**config.mk**
```make
export PLATFORM = sky130hd
export DESIGN_NAME = dac_serializer
export DESIGN_NICKNAME = d
export VERILOG_FILES = /design/src/rtl/dac_serializer.sv
export SDC_FILE = /design/constraint.sdc
export NUM_CORES = 1
export LEC_CHECK = 0
export CAP_MARGIN = 20
export CORE_ASPECT_RATIO = 1.1
export CORE_MARGIN = 10
export CORE_UTILIZATION = 50
export DETAILED_ROUTE_END_ITERATION = 8
export PLACE_DENSITY_LB_ADDON = 0.2
export SLEW_MARGIN = 20
export SYNTH_ARGS = -nofsm -noshare
export SYNTH_HDL_FRONTEND = slang
export SYNTH_SLANG_ARGS = --single-unit
```
**constraint.sdc**
```tcl
create_clock -name clk -period 1.8 [get_ports clk]
set_input_delay 0.18 -clock clk [delete_from_list [all_inputs] [get_ports clk]]
set_output_delay 0.18 -clock clk [all_outputs]
set_load 0.005 [all_outputs]
```
**src/rtl/dac_serializer.sv**
```systemverilog
// dac_serializer: one-deep ready/valid holding register feeding a
// left-justified 3-wire DAC serializer (bclk, lrck, sdata), MSB first.
//
// Ports:
//   clk           system clock, rising edge
//   n_rst         synchronous active-high reset
//   enable        serializer run request
//   sample_valid  sample_data valid this cycle
//   sample_data   {left[15:0], right[15:0]}
//   sample_ready  holding register empty
//   bclk          DAC bit clock (DIV clk cycles per half-period)
//   lrck          0 = left half-frame, 1 = right half-frame
//   sdata         serial data, updated on bclk falling edges / frame load
//   busy          1 while running
//   underrun      one-cycle pulse when a frame loads with no sample held
module dac_serializer #(
   parameter int unsigned DIV   = 4,
   parameter int unsigned CNT_W = 8
) (
   input  logic        clk,
   input  logic        n_rst,
   input  logic        enable,
   input  logic        sample_valid,
   input  logic [31:0] sample_data,
   output logic        sample_ready,
   output logic        bclk,
   output logic        lrck,
   output logic        sdata,
   output logic        busy,
   output logic        underrun
);

   localparam int unsigned SAMPLE_W = 32;
   localparam int unsigned BIT_W    = 5;

   localparam logic [CNT_W-1:0] DIV_LAST      = CNT_W'(DIV - 1);
   localparam logic [BIT_W-1:0] LAST_BIT      = BIT_W'(SAMPLE_W - 1);
   // Bit index after which the next bit belongs to the right channel
   localparam logic [BIT_W-1:0] LEFT_LAST_BIT = BIT_W'(SAMPLE_W / 2 - 1);

   typedef enum logic [0:0] {
      IDLE = 1'b0,
      RUN  = 1'b1
   } state_t;

   state_t              state, state_nxt;
   logic [SAMPLE_W-1:0] hold, hold_nxt;
   logic                hold_full, hold_full_nxt;
   logic [SAMPLE_W-1:0] shift_reg, shift_nxt;
   logic [CNT_W-1:0]    div_cnt, div_nxt;
   logic [BIT_W-1:0]    bit_cnt, bit_nxt;
   logic                bclk_nxt, lrck_nxt, sdata_nxt, busy_nxt, underrun_nxt;

   assign sample_ready = ~hold_full;

   // State and datapath registers
   always_ff @(posedge clk) begin
      if (n_rst) begin
         state     <= IDLE;
         hold      <= '0;
         hold_full <= 1'b0;
         shift_reg <= '0;
         div_cnt   <= '0;
         bit_cnt   <= '0;
         bclk      <= 1'b0;
         lrck      <= 1'b0;
         sdata     <= 1'b0;
         busy      <= 1'b0;
         underrun  <= 1'b0;
      end else begin
         state     <= state_nxt;
         hold      <= hold_nxt;
         hold_full <= hold_full_nxt;
         shift_reg <= shift_nxt;
         div_cnt   <= div_nxt;
         bit_cnt   <= bit_nxt;
         bclk      <= bclk_nxt;
         lrck      <= lrck_nxt;
         sdata     <= sdata_nxt;
         busy      <= busy_nxt;
         underrun  <= underrun_nxt;
      end
   end

   // Next-state, holding register and serializer datapath
   always_comb begin
      state_nxt     = state;
      hold_nxt      = hold;
      hold_full_nxt = hold_full;
      shift_nxt     = shift_reg;
      div_nxt       = div_cnt;
      bit_nxt       = bit_cnt;
      bclk_nxt      = bclk;
      lrck_nxt      = lrck;
      sdata_nxt     = sdata;
      busy_nxt      = busy;
      underrun_nxt  = 1'b0;

      // Accept only into an empty register; a later consume in this
      // cycle is impossible since consume needs the register full.
      if (sample_valid && !hold_full) begin
         hold_nxt      = sample_data;
         hold_full_nxt = 1'b1;
      end

      case (state)
         IDLE: begin
            bclk_nxt  = 1'b0;
            lrck_nxt  = 1'b0;
            sdata_nxt = 1'b0;
            busy_nxt  = 1'b0;
            if (enable && hold_full) begin
               shift_nxt     = hold;
               sdata_nxt     = hold[SAMPLE_W-1];
               bit_nxt       = '0;
               div_nxt       = '0;
               hold_full_nxt = 1'b0;
               busy_nxt      = 1'b1;
               state_nxt     = RUN;
            end
         end

         RUN: begin
            div_nxt = div_cnt + CNT_W'(1);
            if (div_cnt == DIV_LAST) begin
               div_nxt  = '0;
               bclk_nxt = ~bclk;
               // Data only moves on the falling edge; the DAC samples on the rising edge
               if (bclk) begin
                  if (bit_cnt != LAST_BIT) begin
                     bit_nxt   = bit_cnt + BIT_W'(1);
                     shift_nxt = shift_reg << 1;
                     sdata_nxt = shift_reg[SAMPLE_W-2];
                     if (bit_cnt >= LEFT_LAST_BIT) begin
                        lrck_nxt = 1'b1;
                     end
                  end else if (!enable) begin
                     state_nxt = IDLE;
                     bclk_nxt  = 1'b0;
                     lrck_nxt  = 1'b0;
                     sdata_nxt = 1'b0;
                     busy_nxt  = 1'b0;
                     bit_nxt   = '0;
                  end else if (hold_full) begin
                     shift_nxt     = hold;
                     sdata_nxt     = hold[SAMPLE_W-1];
                     lrck_nxt      = 1'b0;
                     bit_nxt       = '0;
                     hold_full_nxt = 1'b0;
                  end else begin
                     // Starved frame: send silence but keep bclk running
                     shift_nxt    = '0;
                     sdata_nxt    = 1'b0;
                     lrck_nxt     = 1'b0;
                     bit_nxt      = '0;
                     underrun_nxt = 1'b1;
                  end
               end
            end
         end

         default: state_nxt = IDLE;
      endcase
   end

endmodule

```
### Yosys cells after proc, flatten, opt, wreduce, memory -nomap -nowiden

Cells that the tools add are included.

* $add $sub $neg: 2
* order comparisons: 1
* equal/unequal tests: 9
* muxes and demuxes: 52
* bitwise gates (word level): 5
* reductions and logical operators: 9

Operators with widths (count)
* 31-bit 2-to-1 mux: 6
* 31-bit case mux with 2 select lines: 1
* 1-bit 2-to-1 mux: 31
* 5-bit 2-to-1 mux: 4
* 8-bit 2-to-1 mux: 2
* 8-bit case mux with 2 select lines: 1
* 1-bit case mux with 2 select lines: 6
* 5-bit case mux with 2 select lines: 1
* 8-bit by 1-bit adder with 8-bit output, second input constant: 1
* 8-bit by 2-bit == test with 1-bit output, second input constant: 1
* 2-bit inequality test, second input constant: 4
* 4-bit AND reduction: 2
* 3-bit by 2-bit inequality test with 1-bit output, second input constant: 2
* 3-bit AND reduction: 2
* 6-bit OR reduction: 1
* 5-bit by 1-bit adder with 5-bit output, second input constant: 1
* 5-bit by 4-bit greater-or-equal comparator with 1-bit output, second input constant: 1
* 5-bit inequality test, second input constant: 1
* 1-bit NOT: 5
* 1-bit logical AND: 2
* 2-bit by 1-bit inequality test with 1-bit output, second input constant: 1
* 2-bit AND reduction: 1
* 1-bit logical NOT: 1

* register bits after elaboration: 83
* input bits: 36
* output and inout bits: 6
* logic and storage cells: 89

### Longest topological paths before layout

* word-level depth: 9
* gate-level depth with buffers: 9
* mapped depth without buffers: 7

### Least setup slack after synthesis

OpenSTA, ideal clock, no wires.

* path type: register to register
* start point: register bit_cnt[0]
* end point: register shift_reg[10]
* library setup time: 0.060 ns
* data arrival time: 1.915 ns
* required time: 1.740 ns
* path slack: -0.175 ns
* cell stages (with the launch flop): 10
* buffers on the path: 2
* period minus slack after synthesis: 1.975 ns
* cells stage by stage: dfxtp_1 ha_1 and3_1 ha_1 nor2b_1 clkbuf_1 clkbuf_1 a22oi_1 a211o_1 nand2_1

* word-level cells in the longest chain between the ends: 5
* elaborated cells on any way between the ends: 7
* classes of those cells: eq/ne (2); mux (4); reduce/logical (1)

RTL lines
* start, declared: line 51 `logic [BIT_W-1:0] bit_cnt, bit_nxt;`
* start signal, assigned: line 76 `bit_cnt <= bit_nxt;`
* 5-bit inequality test *: line 130 `if (bit_cnt != LAST_BIT) begin`
* 31-bit 2-to-1 mux: line 130
* 31-bit 2-to-1 mux: line 129 `if (bclk) begin`
* 31-bit 2-to-1 mux: line 125 `if (div_cnt == DIV_LAST) begin`
* 31-bit case mux with 2 select lines: line 106 `case (state)`
* end signal, assigned: line 74 `shift_reg <= shift_nxt;`
* end, declared: line 49 `logic [SAMPLE_W-1:0] shift_reg, shift_nxt;`

Every way passes the cells marked *; elsewhere a longest branch is shown, timed or not. The select of a mux whose other input is x is not followed.
A chain may end at the register's enable or synchronous reset.

### Final worst setup path

* start point: register bit_cnt[0]
* end point: register shift_reg[16]

Same word-level chain as after synthesis.

==> out/summary.txt <==
result of the run: completed
total via count after detailed routing: 3471
final routed wire length divided by cell count: 16.10 µm
initial standard-cell utilization of the core: 50.92%
count leader, synth: nand2_1
Slowest Stage Delay on Critical Path: 0.33 ns
Leak Pwr: 1.893 nW
Period Utilization, post-route: 99.38%
width of the die: 102.7 µm
clock tree from TritonCTS: yes
cells after synthesis: 448
worst supply voltage drop on vdd: 0.5401 mV
number of distinct library cells after synthesis: 38
number of hold-slack violations in the final timing report: 0
EDFF count, synth: 0
post-synthesis sequential area ratio: 44.15%
crit path setup slack, layout: 0.01111 ns
number of warnings printed during yosys synthesis: 0
buffers added on ports: 41
Power per Cell Area: 764.5 nW/µm²
clock root buffer master: clkbuf_8
flops & latches, synth: 83
syn avg cell area: 8.401 µm²
reported max-cap violation count: 0
post-cts hold buffer count: 0
clock latency reported for the late side of the worst-skew pair: 0.35 ns
core region area: 7391 µm²
Post-Place Setup Slack: -0.06713 ns
number of placement rows: 33
area growth from synthesis to final layout: 30.12%
final number of max-transition violations: 0
data required time of the critical path: 2.04 ns
first-pass GRT wire length: 16070 µm
Die Y: 111.0 µm
number of clock buffers inserted by TritonCTS: 9
share of flip-flops with an asynchronous set or reset: 0%
Die Outline Area: 11400 µm²
antenna cells: 0
endpoints failing setup: 0
total grt overflow: 0
peak fanout along the critical path: 12
proportion of layout cells with a drive suffix above 1: 15.49%
I/O Pins: 42
net count after synthesis: 489
startpoint type of the worst setup path: register
main flop type after synthesis: dfxtp_1
highest achievable clock rate: 559.0 MHz
combined global-route utilization of all metal layers: 16.98%
mapped cell area: 3764 µm²
Critical Path Most Common Cell: buf_6
path type of the worst min-delay path: in2reg
delay-heaviest family, CP: simple AND/OR/NAND/NOR gates
drt initial violations: 153
via-per-instance ratio: 5.814
kind of critical path: reg2reg
crit end category: register
number of antenna violations at the first check in global routing: 0
Final Routed Wirelength: 9611 µm
CP max-delay cell: dfxtp_2
data arrival time of the worst path: 2.03 ns
number of detailed-route iterations in the first pass: 6
final net count: 547
clk sink count: 83
post-synth top area share: 44.15%
largest buffer count on any clock path: 2
number of global-route vias before repair: 3350
number of remaining DRC errors: 0
leading area contributor after synthesis: dfxtp_1
clock slew at the register clock pins of the worst setup and hold paths: 0.08 ns
detailed placer's ending HPWL: 5871 µm
transition time at the pin with the least slew margin: 0.4755 ns
final setup skew: 0.005730 ns
H-tree depth: 3
global placer's final weighted congestion: 0.8398
fill cell count: 601
pin count of the biggest net entering global routing: 41
flip-flop count of the largest register, all copies and words added: 32
final hold slack: 0.1086 ns
shortest clock period the worst path allows after layout: 1.789 ns
top post-synthesis cells by area: dfxtp_1 44%, nand2_1 11%, nand4b_1 7.2%
worst max-slew margin expressed relative to the limit: 68.30%
most frequent cells after synthesis: 107 x nand2_1, 83 x dfxtp_1, 42 x a21oi_1
list of cells traversed by the critical path: ha_2, and3_4, ha_4, nand2b_4, nand4_4, buf_12, buf_6, buf_6, nand4b_1, nand2_1
post-route ant nets: 0
Worst Path Buf+Inv: 3
==> cell type report <==
| type | count | area (µm²) | area share [%] |
|---|---|---|---|
| repair buffers | 91 | 932.1 | 19.03 |
| flip-flops and latches | 83 | 1663 | 33.95 |
| clock inverters | 2 | 35.03 | 0.7154 |
| well taps | 87 | 108.9 | 2.223 |
| inverters | 4 | 15.01 | 0.3066 |
| multi-input cells | 317 | 1984 | 40.52 |
| clock buffers | 13 | 158.9 | 3.245 |
==> power breakdown <==
group          internal, mW  switching (mW)  total, mW
registers              1.90          0.0423       1.94
logic                 0.226           0.233      0.459
clock network         0.709           0.634       1.34
total                  2.83           0.909       3.74
==> per-layer routing <==
layer / GRT usage [%] / wire, µm / vias up
met5: 0 / 0 / -
met4: 5.744 / 135 / 0
met3: 2.743 / 415 / 12
met2: 27.47 / 4690 / 87
met1: 22.07 / 4370 / 1647
li1: - / - / 1725
==> final timing paths <==
| check | depth (start not counted) | end | slack [ns] | start |
|---|---|---|---|---|
| max | 10 | shift_reg[16]$_SDFFE_PP0P_ | 0.01 | bit_cnt[0]$_SDFFE_PP0P_ |
| min | 2 | div_cnt[2]$_SDFFE_PP0N_ | 0.11 | n_rst |
| max reg2reg | 10 | shift_reg[16]$_SDFFE_PP0P_ | 0.01 | bit_cnt[0]$_SDFFE_PP0P_ |
| min reg2reg | 2 | hold[10]$_SDFFE_PP0P_ | 0.46 | hold[10]$_SDFFE_PP0P_ |
==> layout by cell type, fill, tap and decap left out, types with 4 or more instances in the layout <==
cell / netlist / final
nand2_1: 107 / 107
dfxtp_1: 83 / 82
a21oi_1: 42 / 42
clkdlybuf4s50_1: 0 / 40
buf_4: 0 / 35
nand4b_1: 31 / 31
a211o_1: 30 / 30
a22oi_1: 30 / 29
clkbuf_8: 0 / 11
nand3_1: 10 / 10
o21ai_0: 8 / 8
buf_12: 0 / 7
nor2b_1: 8 / 6
nor2_1: 6 / 6
nor3_1: 5 / 5
buf_6: 0 / 5
inv_1: 4 / 4
nand4_1: 4 / 4
xor2_1: 4 / 4
==> repair_timing <==
action | 4_1_cts | 5_1_grt
cloned | 4 | 1
setup endpoints to repair | 31 | 33
gates resized for setup | 19 | 7
hold endpoints to repair | 0 | 0
setup buffers | 10 | 3
pin swaps | 6 | 36
==> kinds of logic after synthesis <==
logic type	share of synthesized area, %
fa+ha+maj	1.662
simple gates	25.80
compound gates	22.24
flops	44.15
buf+inv	4.986
xor+xnor	1.164
==> metrics by stage <==
| stage | util, % | cells | cell area [µm²] | power, mW | TNS (ns) |
|---|---|---|---|---|---|
| global route | 66.26 | 597 | 4897 | 3.898 | -0.07739 |
| floorplan | - | 448 | 3776 | 2.226 | -0.0008238 |
| global placement | 60.39 | 569 | 4463 | 2.422 | 0 |
| detailed placement | 60.39 | 569 | 4463 | 2.435 | -0.8035 |
| finish | 66.26 | 597 | 4897 | 3.744 | 0 |
| CTS | 66.72 | 598 | 4931 | 3.768 | 0 |
No activity file was read; power rests on OpenSTA's default activity.
